File: src/rtl/chnl_arbiter_if.sv
// Channel-arbiter bus: slack/config inputs, formatter handshake and FIFO read strobes.
// Latency: none (wires only).
// Backpressure: formatter holds off a packet by keeping fmt_grant low while fmt_req is high.
interface chnl_arbiter_if #(
  parameter int PTR_WIDE = 3
);
  logic [PTR_WIDE:0] ch_slack0;
  logic [PTR_WIDE:0] ch_slack1;
  logic [PTR_WIDE:0] ch_slack2;
  logic [2:0]        ch_en;
  logic [1:0]        ch_prio0;
  logic [1:0]        ch_prio1;
  logic [1:0]        ch_prio2;
  logic [1:0]        pkt_len;
  logic              fmt_grant;
  logic [2:0]        ch_rd_en;
  logic              fmt_req;
  logic [1:0]        fmt_chid;
  logic [3:0]        fmt_length;
  logic              fmt_send;
  logic              fmt_start;
  logic              fmt_end;
  logic              arb_busy;

  // Arbiter side
  modport master (
    input  ch_slack0, ch_slack1, ch_slack2, ch_en, ch_prio0, ch_prio1, ch_prio2,
           pkt_len, fmt_grant,
    output ch_rd_en, fmt_req, fmt_chid, fmt_length, fmt_send, fmt_start, fmt_end,
           arb_busy
  );

  // Channel FIFOs / formatter side
  modport slave (
    output ch_slack0, ch_slack1, ch_slack2, ch_en, ch_prio0, ch_prio1, ch_prio2,
           pkt_len, fmt_grant,
    input  ch_rd_en, fmt_req, fmt_chid, fmt_length, fmt_send, fmt_start, fmt_end,
           arb_busy
  );
endinterface

File: src/rtl/chnl_arbiter.sv
// Packet arbiter: picks a channel holding a full packet (priority, round-robin ties) and bursts its reads.
// Latency: fmt_req one cycle after eligibility; first read the cycle after fmt_grant; L reads back to back.
// Backpressure: waits in REQ with no reads while fmt_grant is low; config changes apply only from IDLE.
module chnl_arbiter #(
  parameter int PTR_WIDE = 3,
  parameter int MAX_CNT  = 8
) (
  input  logic          clk,
  input  logic          rst_n,
  chnl_arbiter_if.master bus
);

  // Occupancy math runs at least 4 bits wide so packet lengths up to 8 compare cleanly.
  localparam int CW = (PTR_WIDE + 1 > 4) ? PTR_WIDE + 1 : 4;

  typedef enum logic [1:0] {S_IDLE, S_REQ, S_SEND} state_t;

  state_t      state, state_nxt;
  logic [3:0]  word_cnt;
  logic [1:0]  last_ch;
  logic [1:0]  chid_q;
  logic [3:0]  len_q;
  logic        req_q;
  logic        busy_q;
  logic [3:0]  sel_len;
  logic [2:0]  elig;
  logic [1:0]  prio [3];
  logic        win_vld;
  logic [1:0]  win_ch;
  logic [1:0]  best_prio;
  logic [1:0]  rr_ch;
  logic        last_word;

  // Free entries above the FIFO depth mean "empty", never a negative occupancy.
  function automatic logic [CW-1:0] occ_of(input logic [PTR_WIDE:0] slack);
    logic [CW-1:0] s;
    logic [CW-1:0] m;
    s = CW'(slack);
    m = CW'(MAX_CNT);
    return (s > m) ? '0 : m - s;
  endfunction

  // k-th candidate in round-robin order, starting just after the last served channel.
  function automatic logic [1:0] rr_idx(input logic [1:0] base, input logic [1:0] off);
    logic [2:0] s;
    s = {1'b0, base} + {1'b0, off} + 3'd1;
    if (s >= 3'd3) s = s - 3'd3;
    return s[1:0];
  endfunction

  assign sel_len = 4'd1 << bus.pkt_len;
  assign prio[0] = bus.ch_prio0;
  assign prio[1] = bus.ch_prio1;
  assign prio[2] = bus.ch_prio2;

  assign elig[0] = bus.ch_en[0] && (occ_of(bus.ch_slack0) >= CW'(sel_len));
  assign elig[1] = bus.ch_en[1] && (occ_of(bus.ch_slack1) >= CW'(sel_len));
  assign elig[2] = bus.ch_en[2] && (occ_of(bus.ch_slack2) >= CW'(sel_len));

  assign last_word = (word_cnt == len_q - 4'd1);

  assign bus.fmt_req    = req_q;
  assign bus.arb_busy   = busy_q;
  assign bus.fmt_chid   = chid_q;
  assign bus.fmt_length = len_q;

  // Winner: scan in round-robin order and keep the first channel with strictly lower priority value.
  always_comb begin
    win_vld   = 1'b0;
    win_ch    = 2'd0;
    best_prio = 2'd3;
    rr_ch     = 2'd0;
    for (int k = 0; k < 3; k++) begin
      rr_ch = rr_idx(last_ch, 2'(k));
      if (elig[rr_ch] && (!win_vld || prio[rr_ch] < best_prio)) begin
        win_vld   = 1'b1;
        win_ch    = rr_ch;
        best_prio = prio[rr_ch];
      end
    end
  end

  // State register; reset abandons any packet in flight.
  always_ff @(posedge clk or negedge rst_n) begin
    if (!rst_n) state <= S_IDLE;
    else        state <= state_nxt;
  end

  // Next state plus the read strobes, which decode straight from state and word counter.
  always_comb begin
    state_nxt     = state;
    bus.ch_rd_en  = 3'b000;
    bus.fmt_send  = 1'b0;
    bus.fmt_start = 1'b0;
    bus.fmt_end   = 1'b0;
    case (state)
      S_IDLE: if (win_vld) state_nxt = S_REQ;
      S_REQ:  if (bus.fmt_grant) state_nxt = S_SEND;
      S_SEND: begin
        bus.ch_rd_en  = 3'b001 << chid_q;
        bus.fmt_send  = 1'b1;
        bus.fmt_start = (word_cnt == 4'd0);
        bus.fmt_end   = last_word;
        if (last_word) state_nxt = S_IDLE;
      end
      default: state_nxt = S_IDLE;
    endcase
  end

  // Packet descriptor latched at selection, word counter, round-robin pointer and registered flags.
  always_ff @(posedge clk or negedge rst_n) begin
    if (!rst_n) begin
      word_cnt <= 4'd0;
      last_ch  <= 2'd2;
      chid_q   <= 2'd0;
      len_q    <= 4'd0;
      req_q    <= 1'b0;
      busy_q   <= 1'b0;
    end else begin
      req_q  <= (state_nxt == S_REQ);
      busy_q <= (state_nxt != S_IDLE);
      if (state == S_IDLE && win_vld) begin
        chid_q <= win_ch;
        len_q  <= sel_len;
      end
      if (state == S_REQ && bus.fmt_grant) word_cnt <= 4'd0;
      else if (state == S_SEND)            word_cnt <= last_word ? 4'd0 : word_cnt + 4'd1;
      if (state == S_SEND && last_word) last_ch <= chid_q;
    end
  end

endmodule

File: src/flat_wrapper.sv
// flat-port wrapper written by rule: the top's interface ports become plain ports
module chnl_arbiter_flat 
#(
  parameter int PTR_WIDE = 3,
  parameter int MAX_CNT  = 8
)
  (clk, rst_n, bus_ch_slack0, bus_ch_slack1, bus_ch_slack2, bus_ch_en, bus_ch_prio0, bus_ch_prio1, bus_ch_prio2, bus_pkt_len, bus_fmt_grant, bus_ch_rd_en, bus_fmt_req, bus_fmt_chid, bus_fmt_length, bus_fmt_send, bus_fmt_start, bus_fmt_end, bus_arb_busy);
  chnl_arbiter_if #(.PTR_WIDE(PTR_WIDE)) bus_i ();
  input  logic clk;
  input  logic rst_n;
  input wire logic [$bits(bus_i.ch_slack0)-1:0] bus_ch_slack0;
  input wire logic [$bits(bus_i.ch_slack1)-1:0] bus_ch_slack1;
  input wire logic [$bits(bus_i.ch_slack2)-1:0] bus_ch_slack2;
  input wire logic [$bits(bus_i.ch_en)-1:0] bus_ch_en;
  input wire logic [$bits(bus_i.ch_prio0)-1:0] bus_ch_prio0;
  input wire logic [$bits(bus_i.ch_prio1)-1:0] bus_ch_prio1;
  input wire logic [$bits(bus_i.ch_prio2)-1:0] bus_ch_prio2;
  input wire logic [$bits(bus_i.pkt_len)-1:0] bus_pkt_len;
  input wire logic [$bits(bus_i.fmt_grant)-1:0] bus_fmt_grant;
  output wire logic [$bits(bus_i.ch_rd_en)-1:0] bus_ch_rd_en;
  output wire logic [$bits(bus_i.fmt_req)-1:0] bus_fmt_req;
  output wire logic [$bits(bus_i.fmt_chid)-1:0] bus_fmt_chid;
  output wire logic [$bits(bus_i.fmt_length)-1:0] bus_fmt_length;
  output wire logic [$bits(bus_i.fmt_send)-1:0] bus_fmt_send;
  output wire logic [$bits(bus_i.fmt_start)-1:0] bus_fmt_start;
  output wire logic [$bits(bus_i.fmt_end)-1:0] bus_fmt_end;
  output wire logic [$bits(bus_i.arb_busy)-1:0] bus_arb_busy;
  assign bus_i.ch_slack0 = bus_ch_slack0;
  assign bus_i.ch_slack1 = bus_ch_slack1;
  assign bus_i.ch_slack2 = bus_ch_slack2;
  assign bus_i.ch_en = bus_ch_en;
  assign bus_i.ch_prio0 = bus_ch_prio0;
  assign bus_i.ch_prio1 = bus_ch_prio1;
  assign bus_i.ch_prio2 = bus_ch_prio2;
  assign bus_i.pkt_len = bus_pkt_len;
  assign bus_i.fmt_grant = bus_fmt_grant;
  assign bus_ch_rd_en = bus_i.ch_rd_en;
  assign bus_fmt_req = bus_i.fmt_req;
  assign bus_fmt_chid = bus_i.fmt_chid;
  assign bus_fmt_length = bus_i.fmt_length;
  assign bus_fmt_send = bus_i.fmt_send;
  assign bus_fmt_start = bus_i.fmt_start;
  assign bus_fmt_end = bus_i.fmt_end;
  assign bus_arb_busy = bus_i.arb_busy;
  chnl_arbiter #(.PTR_WIDE(PTR_WIDE), .MAX_CNT(MAX_CNT)) u_core (.clk(clk), .rst_n(rst_n), .bus(bus_i));
endmodule
File: config.mk
export PLATFORM = sky130hd
export DESIGN_NAME = chnl_arbiter_flat
export DESIGN_NICKNAME = d
export VERILOG_FILES = /design/src/rtl/chnl_arbiter_if.sv /design/src/rtl/chnl_arbiter.sv /design/src/flat_wrapper.sv
export SDC_FILE = /design/constraint.sdc
export NUM_CORES = 1
export LEC_CHECK = 0
export BUFFER_PORTS_ARGS = -buffer_cell sky130_fd_sc_hd__clkbuf_2
export CAP_MARGIN = 40
export CORE_ASPECT_RATIO = 1.5
export CORE_UTILIZATION = 45
export CTS_BUF_LIST = sky130_fd_sc_hd__clkbuf_8
export CTS_CLUSTER_SIZE = 24
export DETAILED_ROUTE_END_ITERATION = 6
export PLACE_DENSITY = 0.74
export SETUP_SLACK_MARGIN = 0.2
export SYNTH_ARGS = -nofsm -noshare
export SYNTH_HDL_FRONTEND = slang
export SYNTH_SLANG_ARGS = --single-unit
File: constraint.sdc
create_clock -name clk -period 5.1 [get_ports clk]
set_input_delay 0.51 -clock clk [delete_from_list [all_inputs] [get_ports clk]]
set_output_delay 0.51 -clock clk [all_outputs]
set_load 0.1 [all_outputs]
==> qor.txt, run 1 <==
clock-pin slew on the worst setup and hold paths: 0.06 ns
clk_lat worst skew: 0.24 ns
sequential area share after synthesis: 0.2165
fin crit period: 4.561 ns
Post-CTS Hold Buffers: 0
crit start category: input port
First-pass DRT Iterations: 4
pwr/cell area: 603.9 mW/mm²
Die Height: 80.65 µm
DIE AREA: 0.004390 mm²
Congestion Overflow GR: 0
Ports: 40
Post-synth top flop: dfrtp_1
Worst slew margin: 0.6390
CTS Buffer Depth: 2
DR WL/cell: 13.07 µm
Leak Pwr: 0.001003 µW
final setup fails: 0
DP Worst Slack: 0.1251 ns
pin count of the biggest net entering global routing: 17
Root Buffer: clkbuf_8
DRC Markers: 0
Post-synth ARST share: 1.000
Rows: 28
vias: 1761
Synth Area per Inst: 8.396 µm²
setup TNS: 0 ns
Seq cells post-synth: 16
CP arrival: 4.67 ns
core area: 0.003959 mm²
Worst Skew: 0.0009926 ns
PortBufs: 39
CP cell instances: clkbuf_2 -> inv_1 -> ha_1 -> inv_1 -> o21ai_0 -> nand2_1 -> ha_1 -> nand2b_4 -> a2111oi_4 -> nor3_1 -> a211oi_2 -> a311oi_1 -> ha_1 -> nor2_1 -> a41oi_2 -> a21o_2 -> nand2_1 -> o21ai_0 -> ha_1 -> or2_2 -> a31oi_2 -> a221oi_2 -> o221ai_1 -> o21ai_1
clock sinks: 16
synthesized area: 0.001856 mm²
layout filler cell count: 395
outcome: finished, final reports clean
Buf+Inv Stages, Crit Path: 3
Detailed Place HPWL: 3279 µm
Antenna Diode Count: 0
most frequent CP cell: ha_1
CTS tree: built
Yosys warning total: 0
nets@finish: 312
RSZ-0062 raised after global routing: false
CP required: 5.21 ns
Area growth syn-to-layout: 16.79%
worst slew pin tran: 0.5438 ns
Placer Congestion: 0.8523
Tightest Hold Check Type: input port to async pin
CP max-delay cell: a2111oi_4
max cap viols: 0
first-pass GRT wire length: 6541 µm
drt first-iter violations: 33
crit share post-route: 0.8944
EDFF count, synth: 0
Routed WL: 4012 µm
Max Transition Viols Final: 0
Worst path top cell family by delay: compound AO/OA/AOI/OAI gates
antenna violations before repair: 0
Netlist cell types: 53
Routed Antenna Nets: 0
cts bufs inserted: 3
critical path class: input port to register
Fmax achieved: 219.2 MHz
fraction of layout cells with a size suffix above 1: 0.2557
Post-Syn Nets: 270
DR vias/cell: 5.736
post-synthesis cell count: 221
CP Max Fanout: 6
vias in the first global route: 1635
Crit. End Element: register
Starting Density: 0.4687
worst stage delay on the critical path: 0.39 ns
H-Tree Depth: 1
worst vdd ir: 0.0004625 V
worst setup margin: 0.5388 ns
GRT Total Usage: 0.1955
endpoints failing hold: 0
Die X-Extent: 54.43 µm
==> per-layer routing <==
layer  global-route usage  vias up  routed length [µm]
met2               0.3780       39                2228
li1                     -      887                   -
met3              0.01515        8                 100
met1               0.2032      827                1621
met4              0.07179        0                  61
met5                    0        -                   0
==> repair_timing <==
action                                  4_1_cts  5_1_grt
setup buffers                                 0        1
resized for setup                             0        4
endpoints found under the setup margin        0        2
==> synth_stat cells (2+ instances only) <==
| cell | count | share of area |
|---|---|---|
| xnor2_1 | 2 | 0.0094 |
| a211oi_1 | 2 | 0.0081 |
| nor2_1 | 14 | 0.028 |
| a21oi_1 | 11 | 0.030 |
| dfrtp_1 | 15 | 0.20 |
| or3_1 | 5 | 0.017 |
| a31oi_1 | 2 | 0.0067 |
| xor2_1 | 7 | 0.033 |
| nor4_1 | 3 | 0.010 |
| and2_1 | 2 | 0.0067 |
| mux2_2 | 2 | 0.012 |
| mux2i_1 | 5 | 0.027 |
| nand2b_1 | 8 | 0.027 |
| o211ai_1 | 5 | 0.020 |
| a2111oi_4 | 3 | 0.045 |
| nor3b_1 | 2 | 0.0081 |
| or2_2 | 2 | 0.0067 |
| buf_6 | 2 | 0.012 |
| nor3_1 | 4 | 0.011 |
| buf_2 | 2 | 0.0054 |
| nand2b_4 | 3 | 0.022 |
| ha_1 | 23 | 0.16 |
| nand2_1 | 20 | 0.040 |
| nand3_1 | 6 | 0.016 |
| inv_1 | 21 | 0.042 |
| o21ai_0 | 21 | 0.057 |
| o21a_1 | 3 | 0.012 |
==> area by class of cell <==
cell class	count	area, µm²	area share
well taps	45	56.30	0.02598
clock buffers	4	55.05	0.02540
flip-flops and latches	16	401.6	0.1853
inverters	21	78.83	0.03637
multi-input cells	179	1358	0.6264
repair buffers	42	217.7	0.1005
==> registers in the layout, summed over array words and instances, names as in the netlist <==
name,cells
u_core.word_cnt,4
u_core.bus.fmt_req,1
u_core.state,2
u_core.last_ch,2
u_core.bus.fmt_chid,2
u_core.bus.fmt_length,4
u_core.bus.arb_busy,1
==> power breakdown <==
part	switching (µW)	total (µW)	internal (µW)	leakage (µW)
Sequential	61.1	247	186	0.000202
Clock	38.9	107	68.3	0.0000288
Combinational	663	954	292	0.000772
==> worst paths after layout <==
check	startpoint	endpoint	slack, ns	depth (start not counted)
max	bus_ch_slack2[0]	u_core.bus.fmt_chid[1]	0.54	24
min in group clk	bus_fmt_grant	u_core.bus.fmt_req	0.52	2
min	rst_n	u_core.word_cnt[3]	0.17	1
min reg2reg	u_core.bus.fmt_length[1]	u_core.bus.fmt_length[1]	0.55	2
max reg2reg	u_core.last_ch[0]	u_core.bus.fmt_chid[1]	0.69	18
max in group asynchronous	rst_n	u_core.last_ch[1]	4.62	1
==> worst reg2reg max path: stages (launching register included) <==
cell and delay, ns:
dfrtp_1 0.44, inv_1 0.18, ha_1 0.48, inv_1 0.19
nor4_2 0.40, a211oi_2 0.09, a311oi_1 0.34, ha_1 0.30
nor2_1 0.18, a41oi_2 0.11, a21o_2 0.28, nand2_1 0.06
o21ai_0 0.09, ha_1 0.22, or2_2 0.33, a31oi_2 0.20
a221oi_2 0.12, o221ai_1 0.19, o21ai_1 0.08
==> cells by family after synthesis <==
group | synth area share
xor gates and xnor gates | 0.04248
and+or+nand+nor | 0.2225
AOI/OAI and AO/OA | 0.2623
DFF | 0.2165
muxes | 0.03911
adders and majority gates | 0.1551
buffers and inverters | 0.06204
==> metrics by stage <==
step / utilization / std cells / hold slack (ns) / power (µW) / instance area, µm²
floorplan: - / 221 / 0.2144 / 1021 / 1856
global placement: 0.5269 / 302 / 0.4440 / 1159 / 2086
detailed placement: 0.5269 / 302 / 0.4478 / 1175 / 2086
CTS: 0.5408 / 306 / 0.1836 / 1287 / 2141
global route: 0.5474 / 307 / 0.1983 / 1412 / 2167
finish: 0.5474 / 307 / 0.1734 / 1309 / 2167
==> cell usage in the layout (no fill, tap or decap), types with 2 or more instances in the layout <==
cell type	n
a2111oi_4	3
a211oi_2	2
a21oi_1	11
and2_1	2
buf_4	3
clkbuf_2	39
clkbuf_8	4
dfrtp_1	15
ha_1	23
inv_1	21
mux2_2	2
mux2i_1	5
nand2_1	20
nand2b_1	8
nand2b_4	3
nand3_1	6
nor2_1	14
nor3_1	4
nor3b_1	2
nor4_1	3
o211ai_1	5
o21a_1	3
o21ai_0	20
o21ai_1	2
or2_2	2
or3_1	5
xnor2_1	2
xor2_1	7
No activity file was read; power rests on OpenSTA's default activity.
==> run 2: changes to the inputs <==
- PLACE_DENSITY: 0.74 -> 0.78
- clock period: 5.1 -> 4.3 ns (I/O delays scaled with it)
==> run 2 against run 1 <==
Compared with the run above:
- combinational power increased by 34%
- clock skew up 0.0036 ns
- sequential power rose by 20%
- largest power group unchanged
- via count grew 6.6%
- clock-buffer cell count fell by 1
- final cell count is 6.8% higher
- critical path depth fell by 1
- hold slack got worse by 0.087 ns
- sequential share of layout area shrank 2.0 points
- largest cell class unchanged
- highest routed layer unchanged
- cell area grew 12%
==> qor.txt, run 2 (same netlist as run 1, synthesis figures left out) <==
outcome: finished, final reports clean
clock sinks: 16 (unchanged)
worst vdd ir: 0.0005295 V (+14%)
Routed WL: 4553 µm (+13%)
Tightest Hold Check Type: input port to async pin
Psw: 975.1 µW (+28%)
layout filler cell count: 349 (-12%)
Crit. End Element: register
Worst Skew: 0.004575 ns (+0.003583 ns)
core area: 0.003959 mm² (unchanged)
pwr/cell area: 694.6 mW/mm² (+15%)
Die X-Extent: 54.43 µm (unchanged)
DRC Markers: 0 (unchanged)
vias: 1877 (+6.6%)
Fmax achieved: 248.0 MHz
critical path class: input port to register
clk_lat worst skew: 0.25 ns (about the same)
vias in the first global route: 1720 (+5.2%)
CTS tree: built
Flop pwr share: 0.175 (-0.014)
worst slew pin tran: 0.5460 ns (+0.002277 ns)
highest-count cells in the layout ignoring fill and taps: clkbuf_2 (37), buf_4 (24), nand2_1 (19), ha_1 (18), inv_1 (17)
Gate power share: 0.758 (+0.029)
met2 usage: 0.4134 (+0.03537)
pin count of the biggest net entering global routing: 17 (unchanged)
CP arrival: 4.17 ns (-0.50 ns)
dpl cell area: 0.002246 mm² (+7.7%)
PortBufs: 39 (unchanged)
crit start category: input port
Root Buffer: clkbuf_8
CP required: 4.44 ns (-0.77 ns)
Max Transition Viols Final: 0 (unchanged)
Antenna Diode Count: 0 (unchanged)
Area growth syn-to-layout: 31.29%
met1 Use GR: 0.2301 (+0.02687)
Ports: 40 (unchanged)
Routed Antenna Nets: 0 (unchanged)
Clock Power Share: 0.067 (-0.015)
Leak Pwr: 0.001112 µW (+11%)
drt first-iter violations: 34 (+3.0%)
final setup fails: 0 (unchanged)
Sw Ratio: 0.5762 (-0.006523)
antenna violations before repair: 0 (unchanged)
fin crit period: 4.032 ns
first-pass GRT wire length: 7176 µm (+9.7%)
Fin Hold WS: 0.08614 ns (-0.08725 ns)
commonest non-fill, non-tap cell in the layout: clkbuf_2
CTS Buffer Depth: 2 (unchanged)
DIE AREA: 0.004390 mm² (unchanged)
Congestion Overflow GR: 0 (unchanged)
RSZ-0062 raised after global routing: true
DR WL/cell: 13.88 µm (+6.2%)
Detailed Place HPWL: 3631 µm (+11%)
Rows: 28 (unchanged)
DR vias/cell: 5.723 (-0.24%)
GR peak layer: met2
post-route cell area: 0.002436 mm² (+12%)
Die Height: 80.65 µm (unchanged)
GRT Total Usage: 0.2192 (+0.02372)
max cap viols: 0 (unchanged)
Starting Density: 0.4687 (unchanged)
internal power: 717.1 µW (+31%)
clock-pin slew on the worst setup and hold paths: 0.06 ns (about the same)
H-Tree Depth: 1 (unchanged)
M3 GR Usage: 0.01326 (-0.001894)
Placer Congestion: 0.8319 (-2.4%)
endpoints failing hold: 0 (unchanged)
Worst slew margin: 0.6375 (-0.001512)
fraction of layout cells with a size suffix above 1: 0.3746 (+0.1188)
First-pass DRT Iterations: 4 (unchanged)
nets@finish: 333 (+6.7%)
crit share post-route: 0.9377
CP Max Fanout: 3 (-3)
cts bufs inserted: 3 (unchanged)
setup slack, reg-to-reg: 0.39 ns (-0.30 ns)
==> run 2: changes by cell type in the layout (fill, tap and decap cells not counted), sizes merged <==
cell | before | now
buf | 3 | 26
clkbuf | 43 | 40
inv | 21 | 22
==> run 2: final timing paths <==
| check | from | end | depth (start not counted) |
|---|---|---|---|
| max reg2reg | u_core.last_ch[0] | u_core.bus.fmt_chid[0] | 17 |
| min in group clk | bus_fmt_grant | u_core.state[0] | 2 |
| min | rst_n | u_core.word_cnt[3] | 1 |
| max in group asynchronous | rst_n | u_core.last_ch[1] | 1 |
| max | bus_ch_slack2[1] | u_core.bus.fmt_chid[0] | 23 |
| min reg2reg | u_core.bus.fmt_length[3] | u_core.bus.fmt_length[3] | 2 |
==> run 2: area by class of cell <==
class                      count  area, µm²  area share
clock inverter                 1      3.754    0.001541
inverter                      21      83.83     0.03441
multi-input combinational    179       1458      0.5984
tap                           45      56.30     0.02311
timing repair buffer          63      391.6      0.1608
sequential                    16      401.6      0.1649
clock buffer                   3      41.29     0.01695
==> run 2: timing repair <==
item	in CTS	in global routing
setup buffers	1	4
pin swaps	5	16
gates resized for setup	5	31
gates cloned	0	0
hold buffers	0	0
setup endpoints to repair	2	2
==> run 2: power by group through the flow <==
stage | clock [µW] | combinational [µW] | sequential, µW
2_1_floorplan | 0 | 743 | 495
3_3_place_gp | 0 | 1170 | 294
3_5_place_dp | 0 | 1200 | 299
4_1_cts | 118 | 1210 | 298
5_1_grt | 125 | 1390 | 316
6_report | 114 | 1280 | 296
==> run 2: routing by layer <==
layer	vias to the layer above	part of all wire	wire length (µm)
li1	931	-	-
met1	886	0.39	1762
met2	47	0.56	2561
met3	13	0.025	113
met4	0	0.025	115
met5	-	0	0
==> run 2: worst max-delay path, stage by stage <==
cell	delay [ns]
buf_8	0.10
inv_4	0.05
ha_4	0.14
inv_2	0.04
o21ai_2	0.13
nand2_1	0.07
ha_1	0.27
nand2b_4	0.15
a2111oi_4	0.37
nor3_2	0.09
a211oi_2	0.28
a311oi_2	0.10
ha_1	0.33
nor2_2	0.12
a41oi_2	0.05
a21o_2	0.26
o21ai_2	0.12
ha_2	0.20
or2_4	0.13
a31oi_4	0.04
a221oi_2	0.37
nor2b_1	0.09
o31a_1	0.24
==> run 2: through the flow <==
step | power, µW | util | cells | setup TNS (ns) | setup slack [ns]
finish | 1692 | 0.6154 | 328 | 0 | 0.2678
global route | 1829 | 0.6154 | 328 | 0 | 0.05974
detailed placement | 1495 | 0.5673 | 319 | -0.2282 | -0.1185
CTS | 1625 | 0.5822 | 324 | 0 | 0.2121
global placement | 1462 | 0.5673 | 319 | 0 | 0.007490
floorplan | 1237 | - | 221 | 0 | 0.2264
